$ cat config.mk
export PLATFORM = sky130hd
export DESIGN_NAME = calc_requester
export DESIGN_NICKNAME = d
export VERILOG_FILES = /design/src/rtl/calc_requester.sv
export SDC_FILE = /design/constraint.sdc
export NUM_CORES = 1
export LEC_CHECK = 0
export ABC_CLOCK_PERIOD_IN_PS = 2500
export BUFFER_PORTS_ARGS = -buffer_cell sky130_fd_sc_hd__clkbuf_2
export CORE_ASPECT_RATIO = 0.9
export CORE_MARGIN = 2
export CORE_UTILIZATION = 45
export DETAILED_ROUTE_END_ITERATION = 8
export PLACE_DENSITY = 0.66
export SYNTH_ARGS = -nofsm -noshare
export SYNTH_HDL_FRONTEND = slang
export SYNTH_SLANG_ARGS = --single-unit
$ cat constraint.sdc
create_clock -name clk -period 2.5 [get_ports clk]
set_input_delay 0.125 -clock clk [delete_from_list [all_inputs] [get_ports clk]]
set_output_delay 0.125 -clock clk [all_outputs]
set_load 0.01 [all_outputs]
$ cat src/rtl/calc_requester.sv
// calc_requester: FIFO-buffered initiator for a combinational 8-bit calculator; returns results in order.
// Build option: define CALC_REQ_TAG_EN to carry a TAG_W-bit tag from cmd_tag through to rsp_tag.
module calc_requester #(
  parameter int DEPTH = 4,
  parameter int TAG_W = 4
) (
  input  logic              clk,
  input  logic              rst,
  input  logic              cmd_valid,
  output logic              cmd_ready,
  input  logic [7:0]        cmd_a,
  input  logic [7:0]        cmd_b,
  input  logic [1:0]        cmd_op,
`ifdef CALC_REQ_TAG_EN
  input  logic [TAG_W-1:0]  cmd_tag,
  output logic [TAG_W-1:0]  rsp_tag,
`endif
  output logic [7:0]        calc_first_num,
  output logic [7:0]        calc_second_num,
  output logic [1:0]        calc_operation,
  input  logic [15:0]       calc_result,
  output logic              rsp_valid,
  input  logic              rsp_ready,
  output logic [15:0]       rsp_result,
  output logic              rsp_err
);

`ifdef CALC_REQ_TAG_EN
  localparam bit TAG_EN = 1'b1;
`else
  localparam bit TAG_EN = 1'b0;
`endif
  localparam int TAG_BITS = TAG_EN ? TAG_W : 0;
  localparam int CMD_W    = 18;
  localparam int ENTRY_W  = CMD_W + TAG_BITS;
  localparam int PTR_W    = (DEPTH > 1) ? $clog2(DEPTH) : 1;

  localparam logic [1:0] OP_SUB = 2'b01;
  localparam logic [1:0] OP_DIV = 2'b11;

  typedef enum logic [1:0] {
    IDLE  = 2'd0,
    DRIVE = 2'd1,
    RESP  = 2'd2
  } state_t;

  state_t             state_q, state_d;
  logic [PTR_W:0]     count_q, count_d;
  logic [PTR_W-1:0]   wr_ptr_q, wr_ptr_d;
  logic [PTR_W-1:0]   rd_ptr_q, rd_ptr_d;
  logic [7:0]         first_q, first_d;
  logic [7:0]         second_q, second_d;
  logic [1:0]         op_q, op_d;
  logic               div0_q, div0_d;
  logic               rsp_valid_q, rsp_valid_d;
  logic [15:0]        rsp_result_q, rsp_result_d;
  logic               rsp_err_q, rsp_err_d;

  logic [ENTRY_W-1:0] mem_q [DEPTH];
  logic [ENTRY_W-1:0] wr_entry;
  logic [ENTRY_W-1:0] head_entry;
  logic [7:0]         head_a;
  logic [7:0]         head_b;
  logic [1:0]         head_op;
  logic               fifo_empty;
  logic               push;
  logic               pop;

  // Entry layout: {tag (optional), a, b, op}
`ifdef CALC_REQ_TAG_EN
  logic [TAG_W-1:0]   head_tag;
  logic [TAG_W-1:0]   cur_tag_q, cur_tag_d;
  logic [TAG_W-1:0]   rsp_tag_q, rsp_tag_d;
  assign wr_entry = {cmd_tag, cmd_a, cmd_b, cmd_op};
  assign head_tag = head_entry[ENTRY_W-1:CMD_W];
`else
  assign wr_entry = {cmd_a, cmd_b, cmd_op};
`endif

  assign head_entry = mem_q[rd_ptr_q];
  assign head_a     = head_entry[17:10];
  assign head_b     = head_entry[9:2];
  assign head_op    = head_entry[1:0];

  assign fifo_empty = (count_q == '0);
  assign cmd_ready  = (count_q != (PTR_W+1)'(DEPTH));
  assign push       = cmd_valid & cmd_ready;

  always_ff @(posedge clk) begin
    if (push) begin
      mem_q[wr_ptr_q] <= wr_entry;
    end
  end

  always_comb begin
    state_d      = state_q;
    pop          = 1'b0;
    first_d      = first_q;
    second_d     = second_q;
    op_d         = op_q;
    div0_d       = div0_q;
    rsp_valid_d  = rsp_valid_q;
    rsp_result_d = rsp_result_q;
    rsp_err_d    = rsp_err_q;
`ifdef CALC_REQ_TAG_EN
    cur_tag_d    = cur_tag_q;
    rsp_tag_d    = rsp_tag_q;
`endif

    case (state_q)
      IDLE: begin
        if (!fifo_empty) begin
          pop     = 1'b1;
          state_d = DRIVE;
        end
      end
      DRIVE: begin
        state_d      = RESP;
        rsp_valid_d  = 1'b1;
        rsp_result_d = div0_q ? 16'hFFFF : calc_result;
        rsp_err_d    = div0_q;
`ifdef CALC_REQ_TAG_EN
        rsp_tag_d    = cur_tag_q;
`endif
      end
      RESP: begin
        if (rsp_ready) begin
          rsp_valid_d = 1'b0;
          if (!fifo_empty) begin
            pop     = 1'b1;
            state_d = DRIVE;
          end else begin
            state_d = IDLE;
          end
        end
      end
      default: state_d = IDLE;
    endcase

    // The calculator computes second-first, so swap operands to present A-B.
    if (pop) begin
      if (head_op == OP_SUB) begin
        first_d  = head_b;
        second_d = head_a;
      end else begin
        first_d  = head_a;
        second_d = head_b;
      end
      op_d   = head_op;
      div0_d = (head_op == OP_DIV) && (head_b == 8'd0);
`ifdef CALC_REQ_TAG_EN
      cur_tag_d = head_tag;
`endif
    end
  end

  always_comb begin
    count_d  = count_q;
    wr_ptr_d = wr_ptr_q;
    rd_ptr_d = rd_ptr_q;
    if (push) begin
      wr_ptr_d = wr_ptr_q + PTR_W'(1);
    end
    if (pop) begin
      rd_ptr_d = rd_ptr_q + PTR_W'(1);
    end
    if (push && !pop) begin
      count_d = count_q + (PTR_W+1)'(1);
    end else if (pop && !push) begin
      count_d = count_q - (PTR_W+1)'(1);
    end
  end

  always_ff @(posedge clk or posedge rst) begin
    if (rst) begin
      state_q      <= IDLE;
      count_q      <= '0;
      wr_ptr_q     <= '0;
      rd_ptr_q     <= '0;
      first_q      <= '0;
      second_q     <= '0;
      op_q         <= '0;
      div0_q       <= 1'b0;
      rsp_valid_q  <= 1'b0;
      rsp_result_q <= '0;
      rsp_err_q    <= 1'b0;
`ifdef CALC_REQ_TAG_EN
      cur_tag_q    <= '0;
      rsp_tag_q    <= '0;
`endif
    end else begin
      state_q      <= state_d;
      count_q      <= count_d;
      wr_ptr_q     <= wr_ptr_d;
      rd_ptr_q     <= rd_ptr_d;
      first_q      <= first_d;
      second_q     <= second_d;
      op_q         <= op_d;
      div0_q       <= div0_d;
      rsp_valid_q  <= rsp_valid_d;
      rsp_result_q <= rsp_result_d;
      rsp_err_q    <= rsp_err_d;
`ifdef CALC_REQ_TAG_EN
      cur_tag_q    <= cur_tag_d;
      rsp_tag_q    <= rsp_tag_d;
`endif
    end
  end

  assign calc_first_num  = first_q;
  assign calc_second_num = second_q;
  assign calc_operation  = op_q;
  assign rsp_valid       = rsp_valid_q;
  assign rsp_result      = rsp_result_q;
  assign rsp_err         = rsp_err_q;
`ifdef CALC_REQ_TAG_EN
  assign rsp_tag         = rsp_tag_q;
`endif

endmodule

### Word-level counts from Yosys, hierarchy flattened

Memories as Yosys holds them, arrays and structs flattened.
Index checks and enable logic that the tools add are counted.

| word-level totals | value |
|---|---|
| flip-flop bits (word level) | 46 |
| memory bits (writable) | 72 |
| bits of input ports | 38 |
| output and inout port bits | 37 |
| logic and storage cells | 52 |
| memories kept | 1 |

| operators by class | value |
|---|---|
| add/sub/neg operators | 4 |
| equal/unequal tests | 7 |
| multiplexer cells | 16 |
| bitwise operators | 1 |
| reduce and logical (&&, ||, !) cells | 12 |

Memories:

| memory | depth | width | rd ports | clocked after Yosys merged registers in | wr ports | RTL line | source |
|---|---|---|---|---|---|---|---|
| mem_q | 4 | 18 | 1 | 0 | 1 | 59 | `logic [ENTRY_W-1:0] mem_q [DEPTH];` |

Operator list:

| kind | count |
|---|---|
| 2-to-1 mux 16 bit | 1 |
| 2-to-1 mux 8 bit | 2 |
| zero test 8 bit | 1 |
| 2-to-1 mux 1 bit | 6 |
| 2-to-1 mux 3 bit | 2 |
| case mux 2 bit (3 select lines) | 1 |
| adder 2 x 1 -> 2 bit (second input constant) | 2 |
| == test 2 x 1 -> 1 bit (second input constant) | 2 |
| == test 2 bit (second input constant) | 2 |
| 2-to-1 mux 2 bit | 2 |
| != test 2 bit (second input constant) | 2 |
| case mux 1 bit (2 select lines) | 2 |
| AND reduction 2 bit | 2 |
| nonzero test 2 bit | 2 |
| adder 3 x 1 -> 3 bit (second input constant) | 1 |
| logical AND 1 bit | 3 |
| zero test 3 bit | 1 |
| != test 3 bit (second input constant) | 1 |
| subtractor 3 x 1 -> 3 bit (second input constant) | 1 |
| zero test 1 bit | 2 |
| zero test 2 bit | 1 |
| AND 1 bit | 1 |

### Logic depth before layout (Yosys ltp)

Gate-level depths: netlist of the first run.

| depth | value |
|---|---|
| depth in word-level cells | 7 |
| mapped depth | 9 |
| mapped depth without buffers | 9 |

### Least setup slack after synthesis of the first run

No wires, ideal clock.

| timing | value |
|---|---|
| kind | flip-flop to flip-flop |
| from | reg count_q[0] |
| to | reg count_q[1] |
| arrival time | 1,820 ps |
| path slack | 556 ps |
| stages on the path, launching flop included | 8 |
| path buffers | 0 |
| clock period less this slack | 1,944 ps |
| cells stage by stage | dfrtp_1 -> nor2_1 -> nand2_1 -> and2_0 -> ha_1 -> inv_1 -> fa_1 -> mux2_2 |

| between the ends | value |
|---|---|
| elaborated cells between the ends (all ways) | 15 |

RTL lines:

| item | RTL line | source |
|---|---|---|
| start, declared | 48 | `logic [PTR_W:0] count_q, count_d;` |
| start signal, assigned | 193 | `count_q <= count_d;` |
| != test 3 bit | 86 | `assign cmd_ready = (count_q != (PTR_W+1)'(DEPTH));` |
| net cmd_ready | 10 | `output logic cmd_ready,` |
| AND 1 bit | 87 | `assign push = cmd_valid & cmd_ready;` |
| net push | 66 | `logic push;` |
| logical AND 1 bit | 167 | `if (push && !pop) begin` |
| 2-to-1 mux 3 bit | 167 |  |
| net count_d[1] | 48 |  |

The timed path passes the listed nets, and every way through them passes these cells. The select of a mux whose other input is x is not followed.
A chain may end at the register's enable or synchronous reset.

### Worst setup path after layout of the first run

| timing | value |
|---|---|
| from | reg state_q[1] |
| to | reg count_q[1] |

| between the ends | value |
|---|---|
| longest elaborated chain between the ends | 5 |
| elaborated cells between the ends (all ways) | 8 |

Ends and longest elaborated chain:

| item | RTL line | source |
|---|---|---|
| start, declared | 47 | `state_t state_q, state_d;` |
| start signal, assigned | 192 | `state_q <= state_d;` |
| == test 2 bit or zero test 2 bit (tied branches) | 110 | `case (state_q)` |
| case mux 1 bit (2 select lines) (*) | 110 |  |
| zero test 1 bit (*) | 167 |  |
| logical AND 1 bit (*) | 167 |  |
| 2-to-1 mux 3 bit (*) | 167 |  |
| net count_d[1] | 48 |  |

Mark *: on every way through the listed nets, which the timed path passes. The rest lies on a longest branch.

==> impl_metrics.env, run 1 <==
export IMPL_grt_pass1_wl_um=15100
export IMPL_fin_hold_ws_ps=12.8
export IMPL_synth_flop_cell="edfxtp_1"
export IMPL_dieArea_um2=11200
export IMPL_clock_skew_ps=9.10
export IMPL_fmax_mhz=492
export IMPL_viasPerCell=5.01
export IMPL_core_area_um2=10200
export IMPL_register_area_um2=3310
export IMPL_synth_area_leader_cell="edfxtp_1"
export IMPL_numCtsBuffers=17
export IMPL_antenna_left=0
export IMPL_cts_buffer_depth=2
export IMPL_yosysTopAreaCellShare=0.463
export IMPL_leakagePower_uw=0.00250
export IMPL_synthCells=316
export IMPL_ys_ff_latch=118
export IMPL_ios=75
export IMPL_yosysWarnings=0
export IMPL_track_usage=0.182
export IMPL_p_per_area_nw_per_um2=1330
export IMPL_grt_pass1_vias=2925
export IMPL_area_growth_pct=30.8
export IMPL_max_vdd_ir_drop_mv=0.742
export IMPL_synthArstFlopShare=0.390
export IMPL_arrival_ps=2320
export IMPL_slowest_stage="or3_1"
export IMPL_min_path_type="input port to register"
export IMPL_cts_root_buffer="clkbuf_16"
export IMPL_worstPathCellList="nor2b_1 -> or3_1 -> ha_1 -> inv_1 -> fa_1 -> mux2_2"
export IMPL_path_delay_family="adder cells"
export IMPL_synth_nets=360
export IMPL_fillCellCount=800
export IMPL_fin_tns_setup_ps=0
export IMPL_cp_max_fo=4
export IMPL_setup_violations_final=0
export IMPL_htreeDepth=4
export IMPL_worst_endpoint_required_ps=2790
export IMPL_rrSetupSlack_ps=470
export IMPL_drc=0
export IMPL_num_antenna_cells=0
export IMPL_worst_slew_pin_transition_ps=1010
export IMPL_cts_sinks=118
export IMPL_rsz0062_at_grt="no"
export IMPL_synth_cell_type_count=29
export IMPL_cp_slowest_stage_delay_ps=410
export IMPL_wl_um=9210
export IMPL_synth_area_um2=4670
export IMPL_start_kind="register"
export IMPL_cts_tree="built"
export IMPL_fp_row_count=35
export IMPL_gp_congestion=0.760
export IMPL_synth_area_leaders="edfxtp_1 46%, dfrtp_1 25%, mux4_2 8.2%"
export IMPL_critPathBufInv=1
export IMPL_port_buffers=74
export IMPL_fp_dieH_um=101
export IMPL_insertion_delay_ps=410
export IMPL_initial_utilization=0.459
export IMPL_yosysSeqAreaShare=0.710
export IMPL_antenna_found_initial=0
export IMPL_grt_start_max_net_pins=47
export IMPL_num_nets_final=477
export IMPL_drv_cap=0
export IMPL_dp_final_hpwl_um=5750
export IMPL_outcome="completed"
export IMPL_drive_above_1_share=0.305
export IMPL_post_route_period_util=0.813
export IMPL_relSlewSlack=0.325
export IMPL_avgSynthCellArea_um2=14.8
export IMPL_vias=2882
export IMPL_critPathCaptureType="register"
export IMPL_avgRoutedWirePerCell_um=16.0
export IMPL_period_needed_ps=2030
export IMPL_synth_edff_count=72
export IMPL_clk_pin_slew_ps=50
export IMPL_multi_input_area_um2=1220
export IMPL_grt_overflow=0
export IMPL_drt_iter0_markers=206
export IMPL_drtPass1Iterations=4
export IMPL_critical_path_class="register to register"
export IMPL_hold_viol_final=0
export IMPL_dieWidth_um=111
export IMPL_p_total_uw=8090
export IMPL_finalMaxSlewViolations=0
## worst register-to-register path, cell delays in order (launching register included)
cell and delay [ps]:
dfrtp_1 400, nor2b_1 140, or3_1 410, ha_1 240
inv_1 70, fa_1 390, mux2_2 270
## sequential cells by signal, indices dropped and copies added (netlist names)
signal	flops
count_q	3
wr_ptr_q	2
calc_first_num	8
rsp_err	1
rd_ptr_q	2
rsp_valid	1
rsp_result	16
state_q	2
mem_q	72
calc_operation	2
div0_q	1
calc_second_num	8
## routing by layer
layer,track usage,up-vias,share of wire
met1,0.223,1411,0.45
met3,0.0565,9,0.049
met4,0.0769,0,0.012
met2,0.303,84,0.49
met5,0,-,0
li1,-,1378,-
## worst paths after layout
path	startpoint	cells after the start	endpoint
min in group asynchronous	rst	3	rsp_result[0]$_DFFE_PP0P_
worst min register to register	state_q[1]$_DFFE_PP0P_	1	rsp_valid$_DFFE_PP0P_
worst max register to register	state_q[1]$_DFFE_PP0P_	6	count_q[1]$_DFFE_PP0P_
worst max-delay path	state_q[1]$_DFFE_PP0P_	6	count_q[1]$_DFFE_PP0P_
worst min-delay path	calc_result[4]	3	rsp_result[4]$_DFFE_PP0P_
max in group asynchronous	rst	3	calc_first_num[6]$_DFFE_PP0P_
## final cells by class
class / instances / share of cell area
sequential: 118 / 0.543
timing repair buffer: 116 / 0.126
tap: 129 / 0.0264
inverter: 7 / 0.00431
clock buffer: 17 / 0.0697
multi-input combinational: 173 / 0.199
clock inverter: 15 / 0.0310
## synth_stat cells (all sizes together) (2+ instances only)
master	number
nor2b	2
edfxtp	72
nor2	36
ha	5
mux4	18
a31oi	16
clkbuf	7
dfrtp	46
nand2	52
xor2	2
o21ai	20
nand2b	2
buf	11
xnor2	4
inv	7
and3	4
mux2	4
## where the power goes
| group | internal, µW | leakage (µW) | switching (µW) |
|---|---|---|---|
| Sequential | 2720 | 0.00120 | 303 |
| Clock | 1590 | 0.000298 | 892 |
| Combinational | 1100 | 0.000999 | 1490 |
## logic make-up (layout without fill, tap and decap cells)
group	after synthesis	in the layout	synth area share
multiplexers	22	22	0.0973
flip-flops	118	118	0.710
adder cells (fa/ha/maj)	6	6	0.0177
buffers and inverters	25	155	0.0292
AO/OA/AOI/OAI	37	37	0.0440
AND/OR/NAND/NOR	102	102	0.0906
XOR/XNOR	6	6	0.0113
## layout by cell type (no fill, tap or decap), types with 2 or more instances in the layout
master	synthesis	layout
nor2_1	36	36
edfxtp_1	72	72
buf_4	0	8
and3_1	4	4
bufinv_16	0	3
dfrtp_1	46	46
xnor2_1	4	4
clkinv_4	0	3
a31oi_1	16	16
ha_1	5	5
dlygate4sd3_1	0	34
inv_6	0	7
nand2_1	52	52
mux4_2	17	17
xor2_1	2	2
mux2_2	4	4
o21ai_0	20	20
clkbuf_16	0	17
clkbuf_2	0	74
inv_1	7	6
nand2b_1	2	2
## per-stage QoR
stage / util / cell area (µm²) / setup WS, ps / std cells
after floorplan: - / 4670 / 556 / 316
after global placement: 0.507 / 5150 / 504 / 509
after detailed placement: 0.507 / 5150 / 455 / 509
after CTS: 0.601 / 6100 / 451 / 575
after global routing: 0.601 / 6100 / 295 / 575
final: 0.601 / 6100 / 467 / 575
## timing repair
| item | 4_1_cts | 5_1_grt |
|---|---|---|
| hold endpoints to repair | 133 | 0 |
| buffers inserted | 0 | 0 |
| resized for setup | 0 | 0 |
| hold buffers | 34 | 0 |
Power figures use the tool's default switching activity.
==> run 2, diff against run 1 <==
--- a/config.mk
+++ b/config.mk
@@ -5,7 +5,7 @@
 export SDC_FILE = /design/constraint.sdc
 export NUM_CORES = 1
 export LEC_CHECK = 0
-export ABC_CLOCK_PERIOD_IN_PS = 2500
+export ABC_CLOCK_PERIOD_IN_PS = 1950
 export BUFFER_PORTS_ARGS = -buffer_cell sky130_fd_sc_hd__clkbuf_2
 export CORE_ASPECT_RATIO = 0.9
 export CORE_MARGIN = 2
==> constraint.sdc (replaced) <==
create_clock -name clk -period 1.95 [get_ports clk]
set_input_delay 0.0975 -clock clk [delete_from_list [all_inputs] [get_ports clk]]
set_output_delay 0.0975 -clock clk [all_outputs]
set_load 0.01 [all_outputs]
==> run 2 against run 1 <==
- sequential power up 30%
- setup slack worse by 440 ps
- die area unchanged
- global-route usage up 0.41 points
- largest power group unchanged
==> impl_metrics.env, run 2 (same netlist as run 1, synthesis figures left out) <==
export IMPL_outcome="completed"
export IMPL_num_nets_final=495
export IMPL_cts_tree="built"
export IMPL_start_kind="register"
export IMPL_ff2ff_path_depth=5
export IMPL_viasPerCell=5.05
export IMPL_relSlewSlack=0.438
export IMPL_drt_iter0_markers=215
export IMPL_drv_cap=0
export IMPL_place_inst=525
export IMPL_core_area_um2=10200
export IMPL_cts_setup_buffers=0
export IMPL_wl_um=9490
export IMPL_vias=2988
export IMPL_max_vdd_ir_drop_mv=0.962
export IMPL_fin_hold_ws_ps=248
export IMPL_num_antenna_cells=0
export IMPL_grt_pass1_vias=2962
export IMPL_clk_pin_slew_ps=50
export IMPL_gp_congestion=0.741
export IMPL_drtPass1Iterations=5
export IMPL_finalMaxSlewViolations=0
export IMPL_register_area_um2=3310
export IMPL_rrSetupSlack_ps=30
export IMPL_min_path_type="input port to register"
export IMPL_setup_violations_final=0
export IMPL_fmax_mhz=520
export IMPL_numCtsBuffers=17
export IMPL_drive_above_1_share=0.328
export IMPL_htreeDepth=4
export IMPL_dp_final_hpwl_um=6050
export IMPL_startpoint="rd_ptr_q[0]$_DFFE_PP0P_"
export IMPL_initial_utilization=0.459
export IMPL_ios=75
export IMPL_critPathCaptureType="register"
export IMPL_grt_start_max_net_pins=41
export IMPL_fp_row_count=35
export IMPL_critical_path_class="register to register"
export IMPL_worst_endpoint_required_ps=2270
export IMPL_clock_skew_ps=12.6
export IMPL_track_usage=0.186
export IMPL_leakagePower_uw=0.00257
export IMPL_dieArea_um2=11200
export IMPL_final_cells=592
export IMPL_dieWidth_um=111
export IMPL_multi_input_area_um2=1260
export IMPL_insertion_delay_ps=410
export IMPL_pre_cts_slack_ps=-71.8
export IMPL_largest_register_ffs=72
export IMPL_p_per_area_nw_per_um2=1680
export IMPL_cts_sinks=118
export IMPL_cts_buffer_depth=2
export IMPL_avgRoutedWirePerCell_um=16.0
export IMPL_final_cell_mix="74 x clkbuf_2, 72 x edfxtp_1, 52 x nand2_1"
export IMPL_worst_slew_pin_transition_ps=842
export IMPL_r2r_start="rd_ptr_q[0]$_DFFE_PP0P_"
export IMPL_arrival_ps=2250
export IMPL_r2r_end="div0_q$_DFFE_PP0P_"
export IMPL_port_buffers=74
export IMPL_antenna_found_initial=0
export IMPL_period_needed_ps=1920
export IMPL_hold_viol_final=0
export IMPL_area_growth_pct=33.6
export IMPL_fin_ws_ps=25.4
export IMPL_cp_max_fo=5
export IMPL_cts_root_buffer="clkbuf_16"
export IMPL_antenna_left=0
export IMPL_drc=0
export IMPL_fp_dieH_um=101
export IMPL_grt_pass1_wl_um=15200
export IMPL_final_common_cell="clkbuf_2"
export IMPL_regMostFlops="mem_q"
export IMPL_endpoint="div0_q$_DFFE_PP0P_"
export IMPL_fillCellCount=775
export IMPL_grt_overflow=0
export IMPL_post_route_period_util=0.987
-- run 2: where the power goes --
part | total (µW) | switching [µW] | internal [µW]
clock | 2870 | 1020 | 1850
sequential | 3920 | 422 | 3490
combinational | 3700 | 1980 | 1710
-- run 2: layout make-up --
| cell class | instances | area share |
|---|---|---|
| clock inverters | 10 | 0.0173 |
| well taps | 129 | 0.0259 |
| flip-flops and latches | 118 | 0.532 |
| inverters | 7 | 0.00422 |
| multi-input cells | 173 | 0.202 |
| clock buffers | 21 | 0.0707 |
| repair buffers | 134 | 0.148 |
-- run 2: metrics by stage --
step	cell area, µm²	utilization	total power [µW]	TNS (ps)
2_1_floorplan	4670	-	6220	0
6_report	6230	0.614	10500	0
5_1_grt	6230	0.614	11200	-33.8
4_1_cts	6210	0.611	10500	0
3_3_place_gp	5280	0.520	7370	0
3_5_place_dp	5280	0.520	7510	-316
-- run 2: per-layer routing --
layer | track usage | routed length (µm) | vias up
li1 | - | - | 1418
met1 | 0.230 | 4030 | 1455
met5 | 0 | 0 | -
met2 | 0.299 | 4680 | 105
met3 | 0.0752 | 648 | 10
met4 | 0.0684 | 121 | 0
-- run 2: worst min path at each step --
| stage | start | depth (start not counted) | to |
|---|---|---|---|
| 2_1_floorplan | cmd_op[0] | 0 | mem_q[0][0]$_DFFE_PP_ |
| 3_5_place_dp | rst | 2 | rsp_result[7]$_DFFE_PP0P_ |
| 6_report | cmd_valid | 4 | wr_ptr_q[0]$_DFFE_PP0P_ |
| 4_1_cts | cmd_valid | 4 | wr_ptr_q[0]$_DFFE_PP0P_ |
| 5_1_grt | cmd_valid | 4 | wr_ptr_q[0]$_DFFE_PP0P_ |
| 3_3_place_gp | rst | 2 | rsp_result[8]$_DFFE_PP0P_ |
-- run 2: critical path, stage by stage (launching register included) --
cell and delay, ps:
dfrtp_2 420, buf_4 170, mux4_2 580, nor4bb_4 370, nand4_1 200, o21ai_0 110
-- run 2: what timing repair did --
| item | 4_1_cts | 5_1_grt |
|---|---|---|
| endpoints found under the setup margin | 18 | 3 |
| hold buffers | 36 | 0 |
| gates resized for setup | 4 | 6 |
| endpoints found under the hold margin | 128 | 0 |
